**src/rtl/dw03_bictr_dcnto_pkg.sv**
```systemverilog
// rtl/dw03_bictr_dcnto_pkg.sv - shared constants and direction encoding for the
// dynamic terminal-count up/down counter.
package dw03_bictr_dcnto_pkg;

  localparam int DEFAULT_WIDTH = 8;

  typedef enum logic {
    DIR_DN = 1'b0,
    DIR_UP = 1'b1
  } dir_e;

endpackage

```
**src/rtl/dw03_bictr_dcnto_nxt.sv**
```systemverilog
// rtl/dw03_bictr_dcnto_nxt.sv - combinational next-count selection (load, up, down, hold).
// DCNTO_AUTORELOAD_EN adds a reload-from-data path on terminal count.
module dw03_bictr_dcnto_nxt
  import dw03_bictr_dcnto_pkg::*;
#(
  parameter int width = DEFAULT_WIDTH
) (
  input  logic [width-1:0] count,
  input  logic [width-1:0] data,
  input  logic             up_dn,
  input  logic             load,
  input  logic             cen,
`ifdef DCNTO_AUTORELOAD_EN
  input  logic             tercnt,
`endif
  output logic [width-1:0] next_count
);

  always_comb begin
    next_count = count;
    if (!load) begin
      next_count = data;
    end
`ifdef DCNTO_AUTORELOAD_EN
    // Reloading on terminal count turns the counter into a data..count_to modulo counter.
    else if (cen && tercnt) begin
      next_count = data;
    end
`endif
    else if (cen && (dir_e'(up_dn) == DIR_UP)) begin
      next_count = count + width'(1);
    end else if (cen) begin
      next_count = count - width'(1);
    end
  end

endmodule

```
**src/rtl/dw03_bictr_dcnto.sv**
```systemverilog
// rtl/dw03_bictr_dcnto.sv - loadable up/down counter with a combinational dynamic
// terminal-count flag; DCNTO_AUTORELOAD_EN selects reload-on-terminal-count.
module dw03_bictr_dcnto
  import dw03_bictr_dcnto_pkg::*;
#(
  parameter int width = DEFAULT_WIDTH
) (
  input  logic             clk,
  input  logic             reset,
  input  logic [width-1:0] data,
  input  logic [width-1:0] count_to,
  input  logic             up_dn,
  input  logic             load,
  input  logic             cen,
  output logic [width-1:0] count,
  output logic             tercnt
);

  logic [width-1:0] next_count;

  // Unregistered so the flag follows count_to changes within the same cycle.
  assign tercnt = (count == count_to);

  dw03_bictr_dcnto_nxt #(
    .width(width)
  ) u_nxt (
    .count     (count),
    .data      (data),
    .up_dn     (up_dn),
    .load      (load),
    .cen       (cen),
`ifdef DCNTO_AUTORELOAD_EN
    .tercnt    (tercnt),
`endif
    .next_count(next_count)
  );

  always_ff @(posedge clk) begin
    if (!reset) begin
      count <= '0;
    end else begin
      count <= next_count;
    end
  end

endmodule

```
**config.mk**
```make
export PLATFORM = sky130hd
export DESIGN_NAME = dw03_bictr_dcnto
export DESIGN_NICKNAME = d
export VERILOG_FILES = /design/src/rtl/dw03_bictr_dcnto_pkg.sv /design/src/rtl/dw03_bictr_dcnto_nxt.sv /design/src/rtl/dw03_bictr_dcnto.sv
export SDC_FILE = /design/constraint.sdc
export NUM_CORES = 1
export LEC_CHECK = 0
export BUFFER_PORTS_ARGS = -buffer_cell sky130_fd_sc_hd__buf_4
export CAP_MARGIN = 20
export CORE_AREA = 2 2 47 49
export CTS_BUF_LIST = sky130_fd_sc_hd__clkbuf_16
export DETAILED_ROUTE_END_ITERATION = 16
export DIE_AREA = 0 0 49 51
export GPL_ROUTABILITY_DRIVEN = 0
export PLACE_DENSITY = 0.7
export SETUP_SLACK_MARGIN = 0.02
export SLEW_MARGIN = 20
export SYNTH_ARGS = -nofsm -noshare
export SYNTH_HDL_FRONTEND = slang
export SYNTH_SLANG_ARGS = --single-unit
export TNS_END_PERCENT = 100
```
**constraint.sdc**
```tcl
create_clock -name clk -period 2.43 [get_ports clk]
set_input_delay 0.3645 -clock clk [delete_from_list [all_inputs] [get_ports clk]]
set_output_delay 0.3645 -clock clk [all_outputs]
set_load 0.05 [all_outputs]
```
# After elaboration in Yosys (flattened, before gate mapping)
# Index checks and enable logic that the tools add are counted.
# word_totals
reg_bits	8
out_inout_bits	9
# op_classes
addsub	2
eq_ne	2
mux	3
n_reduce_logical	1
# op_table
op	n
$mux W8	3
$add A8 B1 Y8 const B	1
$eq A8 B8 Y1	1
$sub A8 B1 Y8 const B	1
$ne A3 B1 Y1 const B	1
$logic_and A1 B1 Y1	1

# Depth between registers and ports, before layout
# logic_depth
ltp_word	4
ltp_mapped	6
ltp_nobuf	6

# Hierarchy
# A second synthesis with hierarchy kept.
# hier_totals
hier_cells	79
hier_area_um2	665.6
# by_module_without_submodules
mod	instances	cells_per_inst	area_per_inst_um2	seq_area_each_um2
dw03_bictr_dcnto_nxt	1	52	369.1	0.0
dw03_bictr_dcnto	1	27	296.5	160.2

# Worst setup path before layout
# OpenSTA, ideal clock, no wires.
# synth_path
path_type	reg-to-output
startpoint	register count[0]
endpoint	output port tercnt
t_arrival_ps	1700
t_required_ps	2066
path_slack_ps	366
stages_incl_launch_ff	4
n_path_buf	0
path_cell_list	dfxtp_1 -> xnor2_1 -> nand4_1 -> nor2_1
# synth_between
elab_chain_cells	1
# synth_lines
item	line_no	rtl
from (decl)	dw03_bictr_dcnto.sv:15	output logic [width-1:0] count,
from (signal assigned)	dw03_bictr_dcnto.sv:42	count <= next_count;
$eq A8 B8 Y1	dw03_bictr_dcnto.sv:22	assign tercnt = (count == count_to);
to (decl)	dw03_bictr_dcnto.sv:16	output logic tercnt
# No other way between the ends.

# Worst setup path in the final report
# layout_path
startpoint	input port cen
endpoint	register count[6]
# layout_between
elab_chain_cells	3
elab_cells_between_ends	4
classes_between	eq/ne: 1; mux: 2; reduce/logical: 1
# layout_lines
item	line_no	rtl
from (decl)	dw03_bictr_dcnto.sv:14	input logic cen,
$logic_and A1 B1 Y1	dw03_bictr_dcnto_nxt.sv:30	else if (cen && (dir_e'(up_dn) == DIR_UP)) begin
$mux W8	dw03_bictr_dcnto_nxt.sv:30	
$mux W8	dw03_bictr_dcnto_nxt.sv:21	if (!load) begin
# Parallel ways exist; a longest one is shown, timed or not.
# A chain may end at the register's enable or synchronous reset.

==> reports/results.txt <==
The run gives 38.1% as the proportion of power drawn by combinational gates. The max-slew headroom at the worst pin is 71.7%, and the H-tree level count is 1. The run finished with clean final reports. Summed over all layers, the routed wires come to 1940 um. The tools report the number of hold-slack violations in the final timing report as 0. The final number of setup-violating endpoints is 0, and the number of cells in the design after placement is 150. The post-route fraction of the period consumed by the critical path works out to 83.5%. CTS saw 8 sinks. The mean instance size in the synthesized netlist is 8.24 um^2, and the worst endpoint required time is 2.53 ns. The run gives 0.361 ns as the worst hold-check slack. Ranked by flip-flop count, first place goes to count. For this run, the register share of the synthesized area comes to 20.0%.

In this run, the number of DRC markers left after iteration 0 of detailed routing was 13. For the synthesized area, the log shows 800 um^2. The worst setup path is launched from an input pin. The logs give 2 for the maximum count of clock buffers along a single path and 201 for the filler cell count. Across the run, the number of max-cap violations was 0.

Once detail routing completed, the nets flagged for antenna violations numbered 0. Entering global routing, the biggest net connects 19 pins. Of all nets on the critical path, the largest fanout is 16. After detailed routing, the average wire length per cell comes to 12.7 um.

The share of total power dissipated in sequential elements is 23.6%. The register with the most flip-flops in the layout has 8 of them. 0 antenna diodes ended up in the layout.

The classification of the worst setup path is in2reg. The fmax came out at 493 MHz. The synthesized instance count is 97, and the initial cell density of the core is 38.8%.

The total congestion overflow was 0; the number of vias per cell after detailed routing was 5.34. Yosys printed 0 warnings. The area taken by multi-input logic gates is 609 um^2, and the time the final worst path needs with I/O delays and setup is 2.03 ns. For the max-slew violation count, the log shows 0. Setup repair after global routing left no endpoint under its margin. The run gives 0.000478 W as the internal power.

The kind of end point of the critical path is a flop. The run gives 0 as the initial antenna violation count. The run gives 0 as the post-CTS repair timing setup buffer count.

The HPWL reported at the end of detailed placement was 1580 um. The min-delay analysis places its worst path in the category in2reg. The first detailed-routing pass took 4 iterations. The overall global routing resource usage came out at 16.5%. In this run the power spent charging and discharging nets is 0.000230 W. Power spread over the standard cell area amounts to 638 mW/mm^2. The number of synthesized register bits is 8, and the switching portion of total power is 32.4%. The placeable core area was 0.00206 mm^2. The leakage power summed over all cells is 0.506 nW, and the layout net count is 156. Placement-stage worst setup slack: 0.163 ns. The I/O pin count is 30.

The final route contains 817 vias. Clock transition at the register clock pins on the worst setup and hold paths after CTS: 0.04 ns. When the netlist entered floorplanning its net count stood at 126. The slew at the pin closest to its max-slew limit works out to 0.423 ns. On the final layout, the worst clock skew is 0.00190 ns. Measured along the x axis, the die boundary spans 49 um.

Hold repair after CTS inserted 0 buffers. The arrival time reported for the critical path endpoint was 2.13 ns; the count of unresolved DRC violations after routing was 0. The signed area change from the synthesized netlist to the final layout was 38.7%. The overall die area is 0.00250 mm^2.

The worst-skew pair later-pin latency is 0.23 ns, and the non-filler instance count after layout is 153. The count of buffers inserted at the top-level ports was 29. Across the VDD grid, the largest voltage drop is 0.351 mV.

For the final routed database, the setup TNS stands at 0 ns. The first global-routing pass estimated 3240 um of wire. In this run, CTS created clock tree buffers numbering 3.

The run gives 0 as the count of cells resized by post-cts repair. The number of global-route vias before repair is 734, and the number of distinct standard cells referenced by the synthesized netlist is 35. Of the cells placed in the final design, the portion with a size suffix greater than 1 is 28.8%.

TritonCTS built the clock tree. In the final layout, the registers with the most flip-flops are count x8. The share of total power dissipated in the clock network is 38.3%. The die height came out at 51 um. The worst-case setup margin in the final layout is 0.402 ns.

Row generation in the floorplan step produced 17 rows. The root buffer cell chosen for the clock tree is sky130_fd_sc_hd__clkbuf_16. Storage element area: 160 um^2.
[through the flow]
step           utilization [%]  power, W  cell area (um^2)
2_1_floorplan                -  0.000360               800
3_3_place_gp              50.1  0.000432              1030
3_5_place_dp              50.1  0.000438              1030
4_1_cts                   53.7  0.000711              1110
5_1_grt                   53.7  0.000750              1110
6_report                  53.7  0.000707              1110
[cell usage in the layout, fill, tap and decap left out, types with 6 or more instances in the layout]
master                    count
sky130_fd_sc_hd__xnor2_1     11
sky130_fd_sc_hd__dfxtp_1      8
sky130_fd_sc_hd__buf_4       29
sky130_fd_sc_hd__ha_1         7
sky130_fd_sc_hd__nor2_1       6
sky130_fd_sc_hd__o21ai_0      7
sky130_fd_sc_hd__nand2_1      7
[power groups by stage]
stage | Sequential (W) | Clock [W] | Combinational, W
finish | 0.000167 | 0.000271 | 0.000270
global placement | 0.000169 | 0 | 0.000264
floorplan | 0.000207 | 0 | 0.000153
detailed placement | 0.000169 | 0 | 0.000269
global route | 0.000169 | 0.000284 | 0.000297
CTS | 0.000167 | 0.000273 | 0.000270
[kinds of logic after synthesis]
kind of cell               count (synthesis)  share of synthesized area (%)
buffers and inverters                      7                           3.75
xor gates and xnor gates                  11                           12.0
muxes                                      3                           3.91
adders and majority gates                  8                           13.5
and+or+nand+nor                           27                           17.8
DFF                                        8                           20.0
AOI/OAI and AO/OA                         33                           28.9
[worst max-delay path: stages]
cell and delay [ns]:
sky130_fd_sc_hd__buf_4 0.18, sky130_fd_sc_hd__nand2_1 0.27, sky130_fd_sc_hd__fa_1 0.50, sky130_fd_sc_hd__a211oi_1 0.43
sky130_fd_sc_hd__nor4b_1 0.11, sky130_fd_sc_hd__o21ai_0 0.17, sky130_fd_sc_hd__a31oi_1 0.10
[per-layer routing]
layer,vias up,track usage [%],share of wire [%]
li1,421,-,-
met1,378,22.4,46
met2,18,27.2,49
met3,0,1.75,4.9
met4,0,5.71,0
met5,-,0,0
[cells in the mapped netlist]
master / n / area share (%)
sky130_fd_sc_hd__mux2i_1: 2 / 2.5
sky130_fd_sc_hd__a21oi_1: 3 / 1.9
sky130_fd_sc_hd__nand3_1: 1 / 0.63
sky130_fd_sc_hd__a21o_1: 2 / 1.9
sky130_fd_sc_hd__a211oi_1: 3 / 2.8
sky130_fd_sc_hd__nand4_1: 3 / 2.3
sky130_fd_sc_hd__a211oi_2: 1 / 1.6
sky130_fd_sc_hd__nand2b_1: 2 / 1.6
sky130_fd_sc_hd__nand2_1: 7 / 3.3
sky130_fd_sc_hd__a31oi_1: 2 / 1.6
sky130_fd_sc_hd__nor3_1: 2 / 1.3
sky130_fd_sc_hd__nor2_1: 6 / 2.8
sky130_fd_sc_hd__o21a_1: 3 / 2.8
sky130_fd_sc_hd__inv_1: 3 / 1.4
sky130_fd_sc_hd__fa_1: 1 / 2.5
sky130_fd_sc_hd__o221ai_1: 1 / 1.1
sky130_fd_sc_hd__o22ai_1: 2 / 1.6
sky130_fd_sc_hd__nor2b_1: 1 / 0.78
sky130_fd_sc_hd__o211a_1: 3 / 3.8
sky130_fd_sc_hd__o211ai_1: 2 / 1.9
sky130_fd_sc_hd__and3_1: 1 / 0.78
sky130_fd_sc_hd__o31ai_1: 1 / 0.94
sky130_fd_sc_hd__a211o_1: 1 / 1.1
sky130_fd_sc_hd__buf_2: 3 / 1.9
sky130_fd_sc_hd__o21ai_0: 7 / 4.4
sky130_fd_sc_hd__nor3b_1: 1 / 0.94
sky130_fd_sc_hd__nand3_2: 1 / 1.3
sky130_fd_sc_hd__buf_1: 1 / 0.47
sky130_fd_sc_hd__xnor2_1: 11 / 12
sky130_fd_sc_hd__o21ai_1: 1 / 0.63
sky130_fd_sc_hd__dfxtp_1: 8 / 20
sky130_fd_sc_hd__nor4b_1: 2 / 2.2
sky130_fd_sc_hd__a21o_2: 1 / 1.1
sky130_fd_sc_hd__mux2_2: 1 / 1.4
sky130_fd_sc_hd__ha_1: 7 / 11
[final timing paths]
kind              startpoint        to  slack, ns  cells after the start
setup / recovery         cen  count[6]       0.40                      7
hold reg to reg     count[5]  count[5]       0.58                      2
setup reg to reg    count[0]  count[6]       0.59                      5
hold / removal       data[1]  count[1]       0.36                      2
[layout make-up]
cell class,count,area share (%)
clock buffer,3,6.77
inverter,3,1.02
multi-input combinational,82,55.0
sequential,8,14.4
tap,28,3.16
timing repair buffer,29,19.6
No activity file was read; power rests on OpenSTA's default activity.
